$ cat config.mk
export PLATFORM = sky130hd
export DESIGN_NAME = estacao_reserva_r
export DESIGN_NICKNAME = d
export VERILOG_FILES = /design/src/rtl/estacao_reserva_r.sv
export SDC_FILE = /design/constraint.sdc
export NUM_CORES = 1
export LEC_CHECK = 0
export CORE_UTILIZATION = 54
export DETAILED_ROUTE_END_ITERATION = 8
export PLACE_DENSITY = 0.85
export SLEW_MARGIN = 40
export SYNTH_ARGS = -nofsm -noshare
export SYNTH_HDL_FRONTEND = slang
export SYNTH_SLANG_ARGS = --single-unit
$ cat constraint.sdc
create_clock -name clk -period 7.2 [get_ports clk]
set_clock_uncertainty 0.1 [all_clocks]
set_input_delay 0.72 -clock clk [delete_from_list [all_inputs] [get_ports clk]]
set_output_delay 0.72 -clock clk [all_outputs]
set_load 0.02 [all_outputs]
$ cat src/rtl/estacao_reserva_r.sv
// estacao_reserva_r
// Three-entry reservation station for a combinational R-type functional unit.
// Instructions are issued into the lowest free entry. They wait on CDB
// broadcasts for missing operands and are dispatched round-robin to the FU,
// one at a time. Each result is then held on the res_* port until the CDB
// arbiter grants it.
//
// Ports
//   clk, rst                       clock, asynchronous active-high reset
//   issue_valid / issue_ready      new-instruction handshake
//   issue_op, issue_vj, issue_vk   opcode and operand values
//   issue_qj, issue_qk             producer tags (0 = value already valid)
//   cdb_valid, cdb_tag, cdb_data   common data bus snoop
//   fu_A, fu_B, fu_op / fu_Q       registered FU drive / combinational FU result
//   res_valid, res_tag, res_data   CDB broadcast request, held until res_grant
//   res_grant                      CDB arbiter grant
//   busy_count                     number of occupied entries
//   flush                          only when RS_R_FLUSH_EN is defined
//
// Configuration macro: RS_R_FLUSH_EN adds the flush input. When it is
// undefined, the block behaves as if flush were tied low.
// Parameter BASE_TAG: entry i owns tag BASE_TAG+i. It must be nonzero, and
// BASE_TAG+2 must not exceed 7.

module estacao_reserva_r #(
    parameter int unsigned BASE_TAG = 1
) (
    input  logic        clk,
    input  logic        rst,
`ifdef RS_R_FLUSH_EN
    input  logic        flush,
`endif
    input  logic        issue_valid,
    output logic        issue_ready,
    input  logic [2:0]  issue_op,
    input  logic [15:0] issue_vj,
    input  logic [15:0] issue_vk,
    input  logic [2:0]  issue_qj,
    input  logic [2:0]  issue_qk,
    input  logic        cdb_valid,
    input  logic [2:0]  cdb_tag,
    input  logic [15:0] cdb_data,
    output logic [15:0] fu_A,
    output logic [15:0] fu_B,
    output logic [2:0]  fu_op,
    input  logic [15:0] fu_Q,
    output logic        res_valid,
    output logic [2:0]  res_tag,
    output logic [15:0] res_data,
    input  logic        res_grant,
    output logic [1:0]  busy_count
);

    localparam int unsigned NUM_ENT = 3;
    localparam int unsigned DW      = 16;
    localparam int unsigned TW      = 3;
    localparam int unsigned OPW     = 3;
    localparam int unsigned IDXW    = 2;
    localparam int unsigned CW      = 2;

    typedef enum logic [1:0] {
        S_IDLE   = 2'd0,
        S_EXEC   = 2'd1,
        S_RESULT = 2'd2
    } state_t;

    // Scheduler state
    state_t            state_q, state_d;
    logic [IDXW-1:0]   rr_q, rr_d;
    logic [IDXW-1:0]   cur_q, cur_d;

    // Entry storage
    logic [NUM_ENT-1:0] busy_q, busy_d;
    logic [OPW-1:0]     op_q [NUM_ENT];
    logic [OPW-1:0]     op_d [NUM_ENT];
    logic [DW-1:0]      vj_q [NUM_ENT];
    logic [DW-1:0]      vj_d [NUM_ENT];
    logic [DW-1:0]      vk_q [NUM_ENT];
    logic [DW-1:0]      vk_d [NUM_ENT];
    logic [TW-1:0]      qj_q [NUM_ENT];
    logic [TW-1:0]      qj_d [NUM_ENT];
    logic [TW-1:0]      qk_q [NUM_ENT];
    logic [TW-1:0]      qk_d [NUM_ENT];

    // Output registers
    logic [DW-1:0]     fu_a_q, fu_a_d;
    logic [DW-1:0]     fu_b_q, fu_b_d;
    logic [OPW-1:0]    fu_op_q, fu_op_d;
    logic              res_valid_q, res_valid_d;
    logic [TW-1:0]     res_tag_q, res_tag_d;
    logic [DW-1:0]     res_data_q, res_data_d;
    logic [CW-1:0]     busy_count_q, busy_count_d;
    logic              issue_ready_q, issue_ready_d;

    // Combinational helpers
    logic              flush_c;
    logic              release_c;
    logic              issue_fire_c;
    logic              cdb_hit_c;
    logic [IDXW-1:0]   alloc_idx_c;
    logic [NUM_ENT-1:0] ready_c;
    logic              sel_found_c;
    logic [IDXW-1:0]   sel_idx_c;

`ifdef RS_R_FLUSH_EN
    assign flush_c = flush;
`else
    assign flush_c = 1'b0;
`endif

    // issue_ready_q always mirrors "some registered busy bit is clear".
    assign issue_fire_c = issue_valid && issue_ready_q && !flush_c;
    assign cdb_hit_c    = cdb_valid && (cdb_tag != '0);

    // Lowest-index free entry
    always_comb begin
        alloc_idx_c = '0;
        for (int i = int'(NUM_ENT) - 1; i >= 0; i--) begin
            if (!busy_q[i]) begin
                alloc_idx_c = IDXW'(i);
            end
        end
    end

    // Readiness: ops 100/101 only consume Vk, so their Qj is not waited on
    always_comb begin
        ready_c = '0;
        for (int i = 0; i < int'(NUM_ENT); i++) begin
            ready_c[i] = busy_q[i] && (qk_q[i] == '0) &&
                         ((qj_q[i] == '0) || (op_q[i][2:1] == 2'b10));
        end
    end

    // Round-robin pick. The search starts one past the last dispatched index.
    // Candidates are scanned from farthest to nearest, so the nearest ready
    // entry wins.
    always_comb begin
        int cand;
        cand        = 0;
        sel_found_c = 1'b0;
        sel_idx_c   = '0;
        for (int k = int'(NUM_ENT); k >= 1; k--) begin
            cand = int'(rr_q) + k;
            if (cand >= int'(NUM_ENT)) begin
                cand = cand - int'(NUM_ENT);
            end
            if (ready_c[IDXW'(cand)]) begin
                sel_found_c = 1'b1;
                sel_idx_c   = IDXW'(cand);
            end
        end
    end

    // Entry next-state: snoop, release, issue (with bypass), flush
    always_comb begin
        busy_d = busy_q;
        op_d   = op_q;
        vj_d   = vj_q;
        vk_d   = vk_q;
        qj_d   = qj_q;
        qk_d   = qk_q;

        if (cdb_hit_c) begin
            for (int i = 0; i < int'(NUM_ENT); i++) begin
                if (busy_q[i] && (qj_q[i] == cdb_tag)) begin
                    vj_d[i] = cdb_data;
                    qj_d[i] = '0;
                end
                if (busy_q[i] && (qk_q[i] == cdb_tag)) begin
                    vk_d[i] = cdb_data;
                    qk_d[i] = '0;
                end
            end
        end

        if (release_c) begin
            busy_d[cur_q] = 1'b0;
        end

        // The allocated entry is free in busy_q, so it never collides with release or snoop
        if (issue_fire_c) begin
            busy_d[alloc_idx_c] = 1'b1;
            op_d[alloc_idx_c]   = issue_op;
            if (cdb_hit_c && (issue_qj == cdb_tag)) begin
                vj_d[alloc_idx_c] = cdb_data;
                qj_d[alloc_idx_c] = '0;
            end else begin
                vj_d[alloc_idx_c] = issue_vj;
                qj_d[alloc_idx_c] = issue_qj;
            end
            if (cdb_hit_c && (issue_qk == cdb_tag)) begin
                vk_d[alloc_idx_c] = cdb_data;
                qk_d[alloc_idx_c] = '0;
            end else begin
                vk_d[alloc_idx_c] = issue_vk;
                qk_d[alloc_idx_c] = issue_qk;
            end
        end

        if (flush_c) begin
            busy_d = '0;
        end
    end

    // Occupancy outputs, registered from the next busy vector
    always_comb begin
        busy_count_d = '0;
        for (int i = 0; i < int'(NUM_ENT); i++) begin
            busy_count_d = busy_count_d + CW'(busy_d[i]);
        end
        issue_ready_d = ~&busy_d;
    end

    // Scheduler FSM next-state and output registers
    always_comb begin
        state_d     = state_q;
        rr_d        = rr_q;
        cur_d       = cur_q;
        fu_a_d      = fu_a_q;
        fu_b_d      = fu_b_q;
        fu_op_d     = fu_op_q;
        res_valid_d = res_valid_q;
        res_tag_d   = res_tag_q;
        res_data_d  = res_data_q;
        release_c   = 1'b0;

        case (state_q)
            S_IDLE: begin
                if (sel_found_c) begin
                    fu_a_d  = vj_q[sel_idx_c];
                    fu_b_d  = vk_q[sel_idx_c];
                    fu_op_d = op_q[sel_idx_c];
                    cur_d   = sel_idx_c;
                    rr_d    = sel_idx_c;
                    state_d = S_EXEC;
                end
            end
            S_EXEC: begin
                res_data_d  = fu_Q;
                res_tag_d   = TW'(BASE_TAG) + TW'(cur_q);
                res_valid_d = 1'b1;
                state_d     = S_RESULT;
            end
            S_RESULT: begin
                if (res_grant) begin
                    res_valid_d = 1'b0;
                    release_c   = 1'b1;
                    state_d     = S_IDLE;
                end
            end
            default: begin
                state_d = S_IDLE;
            end
        endcase

        if (flush_c) begin
            state_d     = S_IDLE;
            res_valid_d = 1'b0;
            release_c   = 1'b0;
        end
    end

    // State registers
    always_ff @(posedge clk or posedge rst) begin
        if (rst) begin
            state_q       <= S_IDLE;
            rr_q          <= '0;
            cur_q         <= '0;
            busy_q        <= '0;
            for (int i = 0; i < int'(NUM_ENT); i++) begin
                op_q[i] <= '0;
                vj_q[i] <= '0;
                vk_q[i] <= '0;
                qj_q[i] <= '0;
                qk_q[i] <= '0;
            end
            fu_a_q        <= '0;
            fu_b_q        <= '0;
            fu_op_q       <= '0;
            res_valid_q   <= 1'b0;
            res_tag_q     <= '0;
            res_data_q    <= '0;
            busy_count_q  <= '0;
            issue_ready_q <= 1'b1;
        end else begin
            state_q       <= state_d;
            rr_q          <= rr_d;
            cur_q         <= cur_d;
            busy_q        <= busy_d;
            for (int i = 0; i < int'(NUM_ENT); i++) begin
                op_q[i] <= op_d[i];
                vj_q[i] <= vj_d[i];
                vk_q[i] <= vk_d[i];
                qj_q[i] <= qj_d[i];
                qk_q[i] <= qk_d[i];
            end
            fu_a_q        <= fu_a_d;
            fu_b_q        <= fu_b_d;
            fu_op_q       <= fu_op_d;
            res_valid_q   <= res_valid_d;
            res_tag_q     <= res_tag_d;
            res_data_q    <= res_data_d;
            busy_count_q  <= busy_count_d;
            issue_ready_q <= issue_ready_d;
        end
    end

    assign issue_ready = issue_ready_q;
    assign busy_count  = busy_count_q;
    assign fu_A        = fu_a_q;
    assign fu_B        = fu_b_q;
    assign fu_op       = fu_op_q;
    assign res_valid   = res_valid_q;
    assign res_tag     = res_tag_q;
    assign res_data    = res_data_q;

endmodule

# ---- Yosys cells after proc, flatten, opt, wreduce, memory -nomap -nowiden
# Cells that the tools add are included.
dict set report totals {
  reg_bits 188
  out_inout_bits 58
  input_bits 81
}
dict set report op_classes {
  bitwise 8
  n_reduce_logical 36
  addsub 9
  mux 78
  eq_ne 15
  magnitude_cmp 13
}
# operator count
set op_table {}
lappend op_table {{$mux 48} 6}
lappend op_table {{$bwmux 48} 4}
lappend op_table {{$mux 16} 11}
lappend op_table {{$bmux 16 s2} 2}
lappend op_table {{$mux 9} 6}
lappend op_table {{$mux 3} 11}
lappend op_table {{$demux 16 s2} 1}
lappend op_table {{$bwmux 9} 3}
lappend op_table {{$eq 3x3->1} 8}
lappend op_table {{$mux 2} 11}
lappend op_table {{$logic_and 1x1->1} 19}
lappend op_table {{$and 9x9->9} 2}
lappend op_table {{$logic_not 3->1} 6}
lappend op_table {{$mux 1} 14}
lappend op_table {{$lt 2x4->1 const B} 3}
lappend op_table {{$ge 3x2->1 const B} 3}
lappend op_table {{$not 9->9} 1}
lappend op_table {{$eq 2x2->1 const B} 4}
lappend op_table {{$add 2x2->3 const B} 2}
lappend op_table {{$bmux 1 s2} 3}
lappend op_table {{$bmux 3 s2} 1}
lappend op_table {{$demux 3 s2} 1}
lappend op_table {{$ge 3x3->1 const B} 2}
lappend op_table {{$lt 2x3->1 const B} 2}
lappend op_table {{23 further kinds} 33}

# ---- Depth between registers and ports, before layout
# Gate-level depths: netlist (run 1).
dict set report depth {
  word_depth 13
  mapped_depth 11
  depth_no_buf 8
}

# ---- Worst setup path after synthesis (run 1)
# No wires, ideal clock.
dict set report synth_timing {
  kind {flip-flop to flip-flop}
  start {reg, netlist name cur_q[0]}
  end {reg fu_b_q[5] (netlist: fu_B[5])}
  path_slack_ns 4.490
  path_stages_with_launch 11
  setup_time_ns 0.130
  synth_period_minus_slack_ns 2.710
  arrival_time_ns 2.481
  required_time_ns 6.970
  path_cell_list {dfrtp_1 -> inv_1 -> ha_1 -> clkbuf_1 -> o2111a_1 -> or2_2 -> o41a_2 -> buf_6 -> buf_2 -> nor2_1 -> a31oi_1}
}
# element line
set synth_rtl {}
lappend synth_rtl {{end signal, assigned} 298} ;# fu_b_q <= fu_b_d;
lappend synth_rtl {{end, declared} 87} ;# logic [DW-1:0] fu_b_q, fu_b_d;

==> out/metrics.cfg, run 1 <==
[sta]
max_freq_mhz = 298
timing.final.max_slew_violations = 0
minimum_clock_period_after_layout_ns = 3.36
setup_repair_after_global_routing_missed_its_margin = no
finalSetupViolations = 0
max_transition_margin_pct = 46.2
number_of_endpoints_with_negative_hold_slack_in_the_final_report = 0
final_min_period_over_clock_period_pct = 46.7
fin_setup_tns_ns = 0
tightestPinTransition_ns = 0.806
worst_slack_ns = 3.84

[placed_design]
dp_slack_ns = 3.47
dp.final_hpwl_um = 15800
gpl.final_weighted_congestion = 0.866
port-buffer-count = 138

[power]
peakVddDrop_uv = 372
p_clk_share_pct = 16.0
leakage_nw = 4.59
net_switching_fraction_of_the_power_pct = 42.6
seqPwrFrac_pct = 33.8
comb_power_share_pct = 50.2
total_switching_power_mw = 2.41
p_per_area_nw_per_um2 = 513
internal_power_mw = 3.25

[setup_path]
crit_path_max_incr_delay_ns = 0.64
cp_buf_inv_count = 2
critical_path_peak_fanout = 37
setup.worst_path.start_class = flip-flop
cp_cell_sequence = inv_1 > ha_1 > o2111a_1 > a41o_1 > buf_4 > or2_4 > o211ai_1 > a31oi_1
critical_path.endpoint_type = flip-flop
timing.critical_path.slowest_stage_cell = or2_4
cp.arrival_ns = 3.62
path_class = flip-flop to flip-flop
path_delay_family = compound AO/OA/AOI/OAI gates
critPathRequiredTime_ns = 7.46

[synth]
synth_xor_xnor_area_share_pct = 2.34
main_synth_ff_type = dfrtp_1
area_fraction_in_compound_gates_after_synthesis_pct = 20.4
synth-adder-area-share_pct = 1.20
yosys-mux-area-fraction_pct = 2.64
synth.top_cells.by_count = 238 x nor2_1, 187 x dfrtp_1, 103 x o22ai_1
synth_most_common_cell = nor2_1
synth-seq-area-share_pct = 52.5
synthDominantAreaCellType = dfrtp_1
synthCells = 936
synth-seq-cells = 188
ys_types = 52
synth_edf_count = 0
area_contributors_post_synth = dfrtp_1 52%, nor2_1 10%, o22ai_1 7.2%
synth_warnings = 0
synthDominantCellAreaShare_pct = 52.2
synth_area_um2 = 8970
synth_area_per_inst_um2 = 9.58
yosys.area_share.simple_pct = 17.0
synth_nets = 1025
async_reset_ff_share_pct = 100
synth_top_family_by_area = compound AO/OA/AOI/OAI gates

[global_route]
grt_pass1_vias = 7603
antenna_violations_before_repair = 0
grt_start_max_net_pins = 114
wire_length_of_the_first_global_routing_pass_um = 39500
global_route.usage.total_pct = 30.7
grt_remaining_overflow = 0

[clocking]
postcts_setup_bufs = 0
htreeDepth = 4
holdBufCountCts = 0
clkTransAtPathRegs_ns = 0.07
cts-root-buf = clkbuf_16
clock_insertion_delay_worst_skew_ns = 0.44
tritoncts_num_sinks = 188
cts-root-to-sink-buffers = 2
gates_resized_cts_repair = 0
num_cts_buffers = 17
clock_tree_from_tritoncts = built

[final_layout]
insertedDiodeCount = 0
final_nets = 1134
layout-area-overhead-vs-synth_pct = 23.2
drive_gt1_share_pct = 10.4
finalCoreUtilization_pct = 68.8

[detailed_routing]
routed-via-count = 7784
detail_route.drc_violations = 0
routed_wirelength_um = 25000
dr.first_iter.drc_count = 828
avgViaCountPerCell = 6.11
antenna_violating_nets_post_route = 0
detail_route.wl_per_cell_um = 19.6
firstDrtPassIters = 6

[floorplan]
die_area_um2 = 17100
floorplan.io_pins = 139
floorplan_die_width_um = 131
core_region_area_um2 = 16100
start_util_pct = 55.8
floorplan.rows = 46
floorplan.die.height_um = 131

[job]
maxCapViolations = 0

[min_path]
min_path_type = flip-flop to flip-flop

[outcome]
result_of_the_run = finished clean

routing by layer:
metal  track usage (%)  share of wire (%)
met5                 0                  0
met4              13.3                3.1
met3              7.41                 10
met2              50.4                 48
met1              39.0                 39
placed cells by master (no fill, tap or decap), types with 4 or more instances in the layout:
cell | netlist | final
nor2_1 | 238 | 238
buf_4 | 0 | 7
or2_2 | 5 | 5
clkbuf_16 | 0 | 17
clkdlybuf4s50_1 | 0 | 138
mux2_2 | 21 | 21
a31oi_1 | 34 | 34
inv_1 | 13 | 12
o211ai_1 | 5 | 5
nand4_1 | 4 | 4
nand3_1 | 15 | 15
xor2_1 | 12 | 12
o21ai_0 | 19 | 19
a21oi_1 | 9 | 9
ha_1 | 7 | 7
o22ai_1 | 103 | 103
o21bai_1 | 32 | 32
nand2_1 | 92 | 92
dfrtp_1 | 187 | 187
xnor2_1 | 12 | 12
o211ai_2 | 30 | 30
path summary, 6_finish.rpt:
path / from / to / slack [ns] / cells after the start
max: cur_q[0]$_DFFE_PP0P_ / fu_A[14]$_DFFE_PP0P_ / 3.84 / 8
min: op_q[0]$_DFFE_PP0P_ / op_q[0]$_DFFE_PP0P_ / 0.37 / 2
max reg2reg: cur_q[0]$_DFFE_PP0P_ / fu_A[14]$_DFFE_PP0P_ / 3.84 / 8
min reg2reg: op_q[0]$_DFFE_PP0P_ / op_q[0]$_DFFE_PP0P_ / 0.37 / 2
max in group asynchronous: rst / vk_q[37]$_DFF_PP0_ / 5.21 / 3
min in group asynchronous: rst / vj_q[24]$_DFF_PP0_ / 0.65 / 2
worst register-to-register path, stage by stage, from the launching register on:
cell	delay, ns
dfrtp_1	0.46
inv_1	0.20
ha_1	0.61
o2111a_1	0.36
a41o_1	0.12
buf_4	0.40
or2_4	0.65
o211ai_1	0.19
a31oi_1	0.19
kinds of logic after synthesis:
family	Yosys count
buffers and inverters	71
xor gates and xnor gates	24
and+or+nand+nor	375
adders and majority gates	8
AOI/OAI and AO/OA	249
muxes	21
DFF	188
power groups by stage:
| stage | logic [mW] | clock network [mW] | registers, mW |
|---|---|---|---|
| final | 2.84 | 0.908 | 1.92 |
| after global routing | 3.10 | 0.958 | 1.96 |
| after CTS | 2.81 | 0.913 | 1.91 |
| after detailed placement | 2.79 | 0 | 1.92 |
| after global placement | 2.64 | 0 | 1.90 |
| after floorplan | 1.83 | 0 | 2.03 |
registers in the layout (all words and copies together) (netlist names), 9 cells and up:
register,cells
fu_A,16
fu_B,16
op_q,9
qj_q,9
qk_q,9
res_data,16
vj_q,48
vk_q,48
metrics by stage:
stage	instance area (um2)	power, mW	hold slack (ns)	instances
5_1_grt	11000	6.02	0.397	1274
3_3_place_gp	10400	4.54	0.355	1240
4_1_cts	11000	5.63	0.379	1274
3_5_place_dp	10500	4.71	0.361	1242
6_report	11000	5.66	0.373	1274
2_1_floorplan	8970	3.86	0.340	936
final cells by class:
type / count / area, um2
flip-flops and latches: 188 / 4710
clock buffers: 23 / 478
clock inverters: 9 / 86.3
multi-input cells: 677 / 3950
fillers: 1214 / 5020
repair buffers: 148 / 1490
well taps: 216 / 270
inverters: 13 / 61.3
Note: power is estimated with default switching activity, not from simulation.
==> run 2: changes to the inputs <==
clock period = 3.4 ns   (was 7.2 ns; I/O delays follow)
==> out/metrics.cfg, run 2 (synthesis gave the netlist of run 1 again) <==
[setup_path]
path_class = flip-flop to flip-flop
crit_path_max_incr_delay_ns = 0.67  ; +0.03 ns
timing.critical_path.slowest_stage_cell = o41a_2
setup.worst_path.start_class = flip-flop
critical_path_peak_fanout = 57  ; +54%
critPathRequiredTime_ns = 3.60  ; -3.86 ns
cp.arrival_ns = 3.30  ; -0.32 ns
path_delay_family = compound AO/OA/AOI/OAI gates
critical_path.endpoint_type = flip-flop
cp_cell_sequence = inv_1 > ha_1 > o2111a_1 > or2_2 > o41a_2 > buf_12 > nor2_1 > a31oi_1
cp_buf_inv_count = 2  ; unchanged

[detailed_routing]
dr.first_iter.drc_count = 710  ; -14%
firstDrtPassIters = 5  ; -1
routed_wirelength_um = 25400  ; +1.7%
detail_route.drc_violations = 0  ; unchanged
antenna_violating_nets_post_route = 0  ; unchanged
detail_route.wl_per_cell_um = 19.7  ; +0.31%
avgViaCountPerCell = 6.08  ; -0.42%
routed-via-count = 7861  ; +0.99%

[floorplan]
floorplan_die_width_um = 131  ; unchanged
floorplan.die.height_um = 131  ; unchanged
core_region_area_um2 = 16100  ; unchanged
die_area_um2 = 17100  ; unchanged
floorplan.io_pins = 139  ; unchanged
start_util_pct = 55.8  ; unchanged
floorplan.rows = 46  ; unchanged

[final_layout]
drive_gt1_share_pct = 11.6  ; +1.2 points
insertedDiodeCount = 0  ; unchanged
top_regs = vj_q (48), vk_q (48)
regArea_um2 = 4710  ; unchanged
final_nets = 1152  ; +1.6%
multi_input_area_um2 = 3930  ; -0.51%
layout-area-overhead-vs-synth_pct = 25.0
layout_common_cells = 238 x nor2_1, 187 x dfrtp_1, 138 x clkdlybuf4s50_1, 103 x o22ai_1, 92 x nand2_1
finalNonFillerCells = 1292  ; +1.4%
layout.filler_cells = 1200  ; -1.2%
layout_commonest_cell = nor2_1

[clocking]
num_cts_buffers = 17  ; unchanged
clock_insertion_delay_worst_skew_ns = 0.44  ; about the same
cts-root-buf = clkbuf_16
cts-root-to-sink-buffers = 2  ; unchanged
holdBufCountCts = 0  ; unchanged
tritoncts_num_sinks = 188  ; unchanged
htreeDepth = 4  ; unchanged
clkTransAtPathRegs_ns = 0.07  ; about the same
gates_resized_cts_repair = 0  ; unchanged
postcts_setup_bufs = 0  ; unchanged
clock_tree_from_tritoncts = built

[sta]
max_freq_mhz = 322  ; +8.3%
fin_setup_tns_ns = 0  ; unchanged
final_min_period_over_clock_period_pct = 91.3  ; +45 points
minimum_clock_period_after_layout_ns = 3.10  ; -0.256 ns
tightestPinTransition_ns = 0.774  ; -0.0326 ns
finalSetupViolations = 0  ; unchanged
setup_repair_after_global_routing_missed_its_margin = no
max_transition_margin_pct = 48.4  ; +2.2 points
timing.final.max_slew_violations = 0  ; unchanged
number_of_endpoints_with_negative_hold_slack_in_the_final_report = 0  ; unchanged

[global_route]
grt_remaining_overflow = 0  ; unchanged
wire_length_of_the_first_global_routing_pass_um = 40000  ; +1.3%
grt_start_max_net_pins = 124  ; +8.8%
grt_pass1_vias = 7796  ; +2.5%
global_route.usage.total_pct = 31.2  ; +0.51 points
antenna_violations_before_repair = 0  ; unchanged

[placed_design]
post_place_cells = 1260  ; +1.4%
gpl.final_weighted_congestion = 0.846  ; -2.4%
port-buffer-count = 138  ; unchanged
dp.final_hpwl_um = 16100  ; +1.9%

[power]
power.total_mw = 12.2  ; +120%
leakage_nw = 4.69  ; +2.3%
peakVddDrop_uv = 547  ; +47%
p_per_area_nw_per_um2 = 1090  ; +110%

[min_path]
min_path_type = input pin to asynchronous set/reset pin

[job]
maxCapViolations = 0  ; unchanged

[outcome]
result_of_the_run = finished clean

==> run 2: changes by cell type in the layout (fill, tap and decap cells not counted), moves of 2 or more <==
cell | previous run | this run
buf_12 | 1 | 3
buf_4 | 7 | 24
bufinv_16 | 1 | 4
clkbuf_8 | 3 | 1
nor4_1 | 0 | 2
nor4_2 | 2 | 0
==> run 2: worst paths after layout <==
kind                                            from                   end  slack (ns)  cells after the start
worst max register to register  cur_q[0]$_DFFE_PP0P_  fu_B[14]$_DFFE_PP0P_        0.30                      8
min in group clk                 op_q[6]$_DFFE_PP0P_   op_q[6]$_DFFE_PP0P_        0.37                      2
worst min register to register   op_q[6]$_DFFE_PP0P_   op_q[6]$_DFFE_PP0P_        0.37                      2
max in group asynchronous                        rst   fu_B[3]$_DFFE_PP0P_        2.33                      3
worst max-delay path            cur_q[0]$_DFFE_PP0P_  fu_B[14]$_DFFE_PP0P_        0.30                      8
worst min-delay path                             rst     vj_q[2]$_DFF_PP0_        0.36                      3
==> run 2: through the flow <==
stage / utilization, % / hold slack, ns / setup WS, ns / instance area (um2)
2_1_floorplan: - / 0.340 / 0.540 / 8970
3_3_place_gp: 65.9 / 0.353 / 0.435 / 10600
3_5_place_dp: 65.9 / 0.357 / 0.329 / 10600
4_1_cts: 69.8 / 0.373 / 0.316 / 11200
5_1_grt: 69.8 / 0.419 / 0.143 / 11200
6_report: 69.8 / 0.356 / 0.297 / 11200
==> run 2: layer usage <==
| metal | up-vias | wire length [um] | part of all wire (%) | global-route usage, % |
|---|---|---|---|---|
| li1 | 3539 | - | - | - |
| met1 | 3798 | 9840 | 39 | 38.7 |
| met2 | 463 | 12500 | 49 | 52.3 |
| met3 | 61 | 2320 | 9.1 | 7.29 |
| met4 | 0 | 720 | 2.8 | 13.9 |
| met5 | - | 0 | 0 | 0 |
==> run 2: layout make-up <==
| type | instances | share of cell area [%] |
|---|---|---|
| clock buffer | 21 | 4.02 |
| inverter | 13 | 0.469 |
| sequential | 188 | 42.0 |
| tap | 216 | 2.41 |
| multi-input combinational | 677 | 35.1 |
| timing repair buffer | 166 | 14.6 |
| clock inverter | 11 | 1.47 |
==> run 2: worst register-to-register path, stage by stage (launching register included) <==
cell	delay, ns
dfrtp_1	0.46
inv_1	0.19
ha_1	0.48
o2111a_1	0.23
or2_2	0.36
o41a_2	0.68
buf_12	0.27
nor2_1	0.16
a31oi_1	0.05
==> run 2: power by group <==
part | total [mW] | internal, mW | switching (mW)
Combinational | 6.06 | 2.51 | 3.55
Sequential | 4.07 | 3.35 | 0.724
Clock | 2.09 | 1.25 | 0.844
Total | 12.2 | 7.11 | 5.12
